File: src/rtl/axi_udp_pkg.sv
// axi_udp_pkg: shared types and constants for the UDP/ARP transmit path
package axi_udp_pkg;
  localparam logic [15:0] ETHERTYPE_IPV4 = 16'h0800;
  localparam logic [15:0] ETHERTYPE_ARP = 16'h0806;
  localparam logic [15:0] ARP_HTYPE_ETH = 16'h0001;
  localparam logic [15:0] ARP_OPER_REQUEST = 16'h0001;
  localparam logic [15:0] ARP_OPER_REPLY = 16'h0002;
  localparam int BURST_W = 4;
  typedef enum logic [1:0] {TX_SRC_NONE = 2'd0, TX_SRC_ARP = 2'd1, TX_SRC_IP = 2'd2} tx_src_e;
  typedef enum logic [1:0] {ST_IDLE, ST_ARP, ST_IP} arb_state_e;
endpackage

File: src/rtl/axi_udp_tx_arb_if.sv
// axi_udp_tx_arb_if: byte-lane AXI-Stream link with tlast
interface axi_udp_tx_arb_if #(parameter int DATA_W = 8);
  logic [DATA_W-1:0] tdata;
  logic tvalid;
  logic tlast;
  logic tready;
  modport master(output tdata, tvalid, tlast, input tready);
  modport slave(input tdata, tvalid, tlast, output tready);
endinterface

File: src/rtl/axi_udp_axis_reg.sv
// axi_udp_axis_reg: single-stage registered AXI-Stream slice carrying data and tlast
module axi_udp_axis_reg #(parameter int DATA_W = 8) (
  input  logic              clk,
  input  logic              rst,
  input  logic [DATA_W-1:0] data,
  input  logic              last,
  input  logic              valid,
  output logic              ready,
  output logic [DATA_W-1:0] q_data,
  output logic              q_last,
  output logic              q_valid,
  input  logic              q_ready
);
  assign ready = !q_valid || q_ready;
  // load on handshake, otherwise drain when the sink accepts; held while stalled
  always_ff @(posedge clk or posedge rst)
    if (rst) begin
      q_data <= '0;
      q_last <= 1'b0;
      q_valid <= 1'b0;
    end else if (valid && ready) begin
      q_data <= data;
      q_last <= last;
      q_valid <= 1'b1;
    end else if (q_ready) q_valid <= 1'b0;
endmodule

File: src/rtl/axi_udp_tx_arb.sv
// axi_udp_tx_arb: frame-granular ARP/IPv4 arbiter onto the MAC TX stream
module axi_udp_tx_arb import axi_udp_pkg::*; #(
  parameter int DATA_W = 8,
  parameter int MAX_ARP_BURST = 4,
  parameter int CNT_W = 16
) (
  input  logic                 clk,
  input  logic                 rst,
  axi_udp_tx_arb_if.slave      s_arp,
  axi_udp_tx_arb_if.slave      s_ip,
  axi_udp_tx_arb_if.master     m,
  output tx_src_e              grant_src,
  output logic [CNT_W-1:0]     arp_frames,
  output logic [CNT_W-1:0]     ip_frames
);
  localparam logic [BURST_W-1:0] MAX_B = BURST_W'(MAX_ARP_BURST);
  arb_state_e state, state_nx;
  logic [BURST_W-1:0] burst;
  logic rdy, sel_valid, sel_last, done, ip_turn;
  logic [DATA_W-1:0] sel_data;
  axi_udp_axis_reg #(.DATA_W(DATA_W)) u_reg (
    .clk(clk), .rst(rst),
    .data(sel_data), .last(sel_last), .valid(sel_valid), .ready(rdy),
    .q_data(m.tdata), .q_last(m.tlast), .q_valid(m.tvalid), .q_ready(m.tready)
  );
  assign s_arp.tready = state == ST_ARP && rdy;
  assign s_ip.tready = state == ST_IP && rdy;
  assign grant_src = state == ST_ARP ? TX_SRC_ARP : state == ST_IP ? TX_SRC_IP : TX_SRC_NONE;
  // owner mux and next-state: IDLE spends one cycle deciding, grant held until tlast accepted
  always_comb begin
    sel_valid = state == ST_ARP ? s_arp.tvalid : state == ST_IP ? s_ip.tvalid : 1'b0;
    sel_last = state == ST_ARP ? s_arp.tlast : s_ip.tlast;
    sel_data = state == ST_ARP ? s_arp.tdata : s_ip.tdata;
    done = sel_valid && rdy && sel_last;
    ip_turn = s_ip.tvalid && burst == MAX_B;
    state_nx = state;
    if (state == ST_IDLE) state_nx = s_arp.tvalid && !ip_turn ? ST_ARP : s_ip.tvalid ? ST_IP : ST_IDLE;
    else if (done) state_nx = ST_IDLE;
  end
  // state register
  always_ff @(posedge clk or posedge rst)
    if (rst) state <= ST_IDLE;
    else state <= state_nx;
  // starvation guard counts ARP grants made while IPv4 waits; frame counters count accepted tlasts
  always_ff @(posedge clk or posedge rst)
    if (rst) begin
      burst <= '0;
      arp_frames <= '0;
      ip_frames <= '0;
    end else begin
      if (state == ST_IDLE && state_nx == ST_ARP) burst <= s_ip.tvalid ? burst + BURST_W'(burst != MAX_B) : '0;
      else if (state == ST_IDLE && state_nx == ST_IP) burst <= '0;
      if (done && state == ST_ARP) arp_frames <= arp_frames + 1'b1;
      if (done && state == ST_IP) ip_frames <= ip_frames + 1'b1;
    end
endmodule

File: src/flat_wrapper.sv
// flat-port wrapper written by rule: the top's interface ports become plain ports
module axi_udp_tx_arb_flat import axi_udp_pkg::*;
#(
  parameter int DATA_W = 8,
  parameter int MAX_ARP_BURST = 4,
  parameter int CNT_W = 16
)
  (clk, rst, grant_src, arp_frames, ip_frames, s_arp_tdata, s_arp_tvalid, s_arp_tlast, s_arp_tready, s_ip_tdata, s_ip_tvalid, s_ip_tlast, s_ip_tready, m_tdata, m_tvalid, m_tlast, m_tready);
  axi_udp_tx_arb_if #(.DATA_W(DATA_W)) s_arp_i ();
  axi_udp_tx_arb_if #(.DATA_W(DATA_W)) s_ip_i ();
  axi_udp_tx_arb_if #(.DATA_W(DATA_W)) m_i ();
  input  logic clk;
  input  logic rst;
  output tx_src_e grant_src;
  output logic [CNT_W-1:0] arp_frames;
  output logic [CNT_W-1:0] ip_frames;
  input wire logic [$bits(s_arp_i.tdata)-1:0] s_arp_tdata;
  input wire logic [$bits(s_arp_i.tvalid)-1:0] s_arp_tvalid;
  input wire logic [$bits(s_arp_i.tlast)-1:0] s_arp_tlast;
  output wire logic [$bits(s_arp_i.tready)-1:0] s_arp_tready;
  input wire logic [$bits(s_ip_i.tdata)-1:0] s_ip_tdata;
  input wire logic [$bits(s_ip_i.tvalid)-1:0] s_ip_tvalid;
  input wire logic [$bits(s_ip_i.tlast)-1:0] s_ip_tlast;
  output wire logic [$bits(s_ip_i.tready)-1:0] s_ip_tready;
  output wire logic [$bits(m_i.tdata)-1:0] m_tdata;
  output wire logic [$bits(m_i.tvalid)-1:0] m_tvalid;
  output wire logic [$bits(m_i.tlast)-1:0] m_tlast;
  input wire logic [$bits(m_i.tready)-1:0] m_tready;
  assign s_arp_i.tdata = s_arp_tdata;
  assign s_arp_i.tvalid = s_arp_tvalid;
  assign s_arp_i.tlast = s_arp_tlast;
  assign s_arp_tready = s_arp_i.tready;
  assign s_ip_i.tdata = s_ip_tdata;
  assign s_ip_i.tvalid = s_ip_tvalid;
  assign s_ip_i.tlast = s_ip_tlast;
  assign s_ip_tready = s_ip_i.tready;
  assign m_tdata = m_i.tdata;
  assign m_tvalid = m_i.tvalid;
  assign m_tlast = m_i.tlast;
  assign m_i.tready = m_tready;
  axi_udp_tx_arb #(.DATA_W(DATA_W), .MAX_ARP_BURST(MAX_ARP_BURST), .CNT_W(CNT_W)) u_core (.clk(clk), .rst(rst), .s_arp(s_arp_i), .s_ip(s_ip_i), .m(m_i), .grant_src(grant_src), .arp_frames(arp_frames), .ip_frames(ip_frames));
endmodule
File: config.mk
export PLATFORM = sky130hd
export DESIGN_NAME = axi_udp_tx_arb_flat
export DESIGN_NICKNAME = d
export VERILOG_FILES = /design/src/rtl/axi_udp_pkg.sv /design/src/rtl/axi_udp_tx_arb_if.sv /design/src/rtl/axi_udp_axis_reg.sv /design/src/rtl/axi_udp_tx_arb.sv /design/src/flat_wrapper.sv
export SDC_FILE = /design/constraint.sdc
export NUM_CORES = 1
export LEC_CHECK = 0
export ABC_AREA = 0
export BUFFER_PORTS_ARGS = -buffer_cell sky130_fd_sc_hd__buf_4
export CELL_PAD_IN_SITES_DETAIL_PLACEMENT = 0
export CELL_PAD_IN_SITES_GLOBAL_PLACEMENT = 1
export CORE_ASPECT_RATIO = 1.25
export CORE_MARGIN = 8
export CORE_UTILIZATION = 42
export CTS_CLUSTER_SIZE = 10
export DETAILED_ROUTE_END_ITERATION = 8
export GPL_ROUTABILITY_DRIVEN = 0
export GPL_TIMING_DRIVEN = 0
export PLACE_DENSITY = 0.92
export SLEW_MARGIN = 30
export SYNTH_ARGS = -nofsm -noshare
export SYNTH_HDL_FRONTEND = slang
export SYNTH_SLANG_ARGS = --single-unit
export TNS_END_PERCENT = 100
File: constraint.sdc
create_clock -name clk -period 3.7 [get_ports clk]
set_input_delay 0.74 -clock clk [delete_from_list [all_inputs] [get_ports clk]]
set_output_delay 0.74 -clock clk [all_outputs]
set_load 0.05 [all_outputs]
==> results_dict.tcl <==
set metrics [dict create \
    status "completed" \
    vias 1741 \
    antenna_left 0 \
    regArea_um2 1200 \
    grt_max_degree 49 \
    postCtsSetupRepairBufs 0 \
    synth-simple-area-share 0.202 \
    yosys_warnings 0 \
    max_freq_mhz 407 \
    crit_fanout 10 \
    route.detailed.drc 0 \
    pre_cts_slack_ps 1450 \
    yosysUniqueCellTypes 37 \
    cts_buffer_depth 2 \
    wl_per_cell_um 14.3 \
    hold_viol 0 \
    worstMarginPinSlew_ps 570 \
    grt_pass1_wl_um 8030 \
    powerDensity_nw_per_um2 657 \
    clkSlewWorstSetupHoldPaths_ps 80 \
    ctsResizeCount 0 \
    antenna_found_initial 0 \
    slew_headroom 0.620 \
    maxSlewViolCount 0 \
    fin_nets 312 \
    p_leak_nw 1.51 \
    post-route-period-util 0.664 \
    cts_sinks 48 \
    worstPathRequired_ps 2960 \
    antenna_cells 0 \
    core_um2 5370 \
    die_area_um2 8150 \
    setup_slack_ps 1240 \
    fin_crit_ps 2460 \
    port_buffers 68 \
    synth_compound_area_frac 0.0682 \
    synth-xor-area-share 0.114 \
    dp_hpwl_um 3890 \
    synth.net_count 237 \
    rsz0062_at_grt "false" \
    cts_htree_levels 2 \
    fill_cells 504 \
    worst-setup-path-type "flop to output pin" \
    clock_latency_ps 290 \
    layout_common_cells "70 x buf_4, 48 x dfrtp_1, 21 x nor2_1" \
    critPathLaunchType "flop" \
    ios 69 \
    finalSetupTns_ps 0 \
    synthAdderAreaFrac 0.0217 \
    synth_cells 210 \
    max-cap-violations 0 \
    drt-total-wl_um 5010 \
    synthMuxAreaShare 0.0444 \
    die_x_um 82.3 \
    ir_drop_uv 430 \
    hp-class "flop to flop" \
    fin_cells 349 \
    groute.usage.overall 0.122 \
    syn-cell-area_um2 2310 \
    grt_pass1_vias 1767 \
    arrival_ps 1720 \
    end_kind "output pin" \
    drive_gt1_frac 0.333 \
    dr.first_iter.drc_count 51 \
    overflow 0 \
    start_util 0.431 \
    detail_route.first_pass.iterations 4 \
    numCtsBuffers 5 \
    ys_ff_latch 48 \
    viasPerCell 4.99 \
    mostFrequentLayoutCell "buf_4" \
    synth.avg_cell_area_um2 11.0 \
    die_h_um 98.9 \
    ys_seq_area_frac 0.520 \
    placedCellCount 342 \
    multi_input_area_um2 1040 \
    cts_root_buffer "clkbuf_8" \
    cts_tree "done" \
    clock_skew_ps 5.89 \
    cts_hold_buffers 0 \
    power_mw 1.96 \
    rows 30 \
    syn_to_final_growth_pct 29.0 \
    synth_top_family_by_area "simple AND/OR/NAND/NOR gates" \
    setup_viol 0 \
]
## stage by stage
stage / instance area (um2) / util / hold WS, ps
after floorplan: 2310 / - / 451
after global placement: 2900 / 0.541 / 460
after detailed placement: 2900 / 0.541 / 466
after CTS: 2980 / 0.555 / 479
after global routing: 2980 / 0.555 / 503
final: 2980 / 0.555 / 473
## power breakdown
part | total (mW) | switching [mW] | internal, mW
Sequential | 0.702 | 0.0795 | 0.622
Clock | 0.291 | 0.162 | 0.129
Combinational | 0.967 | 0.637 | 0.330
## per-layer routing
metal	share of wire	vias to the layer above	global-route usage
met1	0.42	827	0.147
met5	0	-	0
met2	0.50	46	0.205
met3	0.068	4	0.0246
li1	-	864	-
met4	0.010	0	0.0407
## synth_stat cells
cell type	n	area (um2)
nand3_1	11	55.1
a21o_1	1	7.51
and2_1	3	18.8
buf_6	1	11.3
a22o_1	2	17.5
nor2_2	1	6.26
a21oi_1	8	40.0
or4b_4	1	13.8
a21oi_2	1	8.76
nand2_2	1	6.26
a31oi_1	1	6.26
nor3_1	1	5.00
and4bb_2	1	12.5
nand2_1	15	56.3
a211oi_4	1	20.0
nor2_1	21	78.8
mux2i_1	8	80.1
and4_1	2	17.5
ha_1	4	50.1
o21ai_0	8	40.0
and2_4	1	8.76
nand3b_4	3	60.1
buf_4	2	15.0
nor2b_1	3	18.8
buf_2	4	20.0
nand2b_1	2	12.5
a2111oi_0	1	8.76
and3b_1	1	8.76
inv_1	6	22.5
xor2_1	10	87.6
nand4_1	9	56.3
and3_1	4	25.0
mux2_2	2	22.5
o21ai_2	1	8.76
dfrtp_1	48	1200
xnor2_1	20	175
nand3b_1	1	7.51
## path summary, 6_finish.rpt
path	from	to	slack, ps	depth (start not counted)
max in group asynchronous	rst	u_core.ip_frames[13]$_DFFE_PP0P_	2800	2
worst max-delay path	u_core.state[0]$_DFF_PP0_	s_arp_tready	1240	5
worst min register to register	u_core.arp_frames[15]$_DFFE_PP0P_	u_core.arp_frames[15]$_DFFE_PP0P_	470	1
worst min-delay path	u_core.arp_frames[15]$_DFFE_PP0P_	u_core.arp_frames[15]$_DFFE_PP0P_	470	1
min in group asynchronous	rst	u_core.u_reg.q_data[0]$_DFFE_PP0P_	520	2
worst max register to register	u_core.state[0]$_DFF_PP0_	u_core.ip_frames[1]$_DFFE_PP0P_	1910	7
## critical path: stages (launching register included)
cell and delay (ps):
dfrtp_1 360, buf_4 180, nor2b_1 210, buf_2 310, and2_1 170, buf_4 190
## state kept, by name, indices dropped and copies added, names as in the netlist
| signal | cells |
|---|---|
| u_core.arp_frames | 16 |
| u_core.burst | 4 |
| u_core.ip_frames | 16 |
| u_core.state | 2 |
| u_core.u_reg.q_data | 8 |
| u_core.u_reg.q_last | 1 |
| u_core.u_reg.q_valid | 1 |
## logic make-up (layout without fill, tap and decap cells)
group,Yosys count,after routing
simple gates,81,81
buf+inv,13,88
mux,10,10
flops,48,48
compound gates,24,24
xor+xnor,30,30
fa+ha+maj,4,4
## area by class of cell
cell class / count / area share
sequential: 48 / 0.403
multi-input combinational: 149 / 0.349
timing repair buffer: 68 / 0.171
tap: 64 / 0.0269
clock buffer: 6 / 0.0243
buffer: 7 / 0.0155
inverter: 6 / 0.00839
clock inverter: 1 / 0.00168
(Power assumes the default switching activity.)
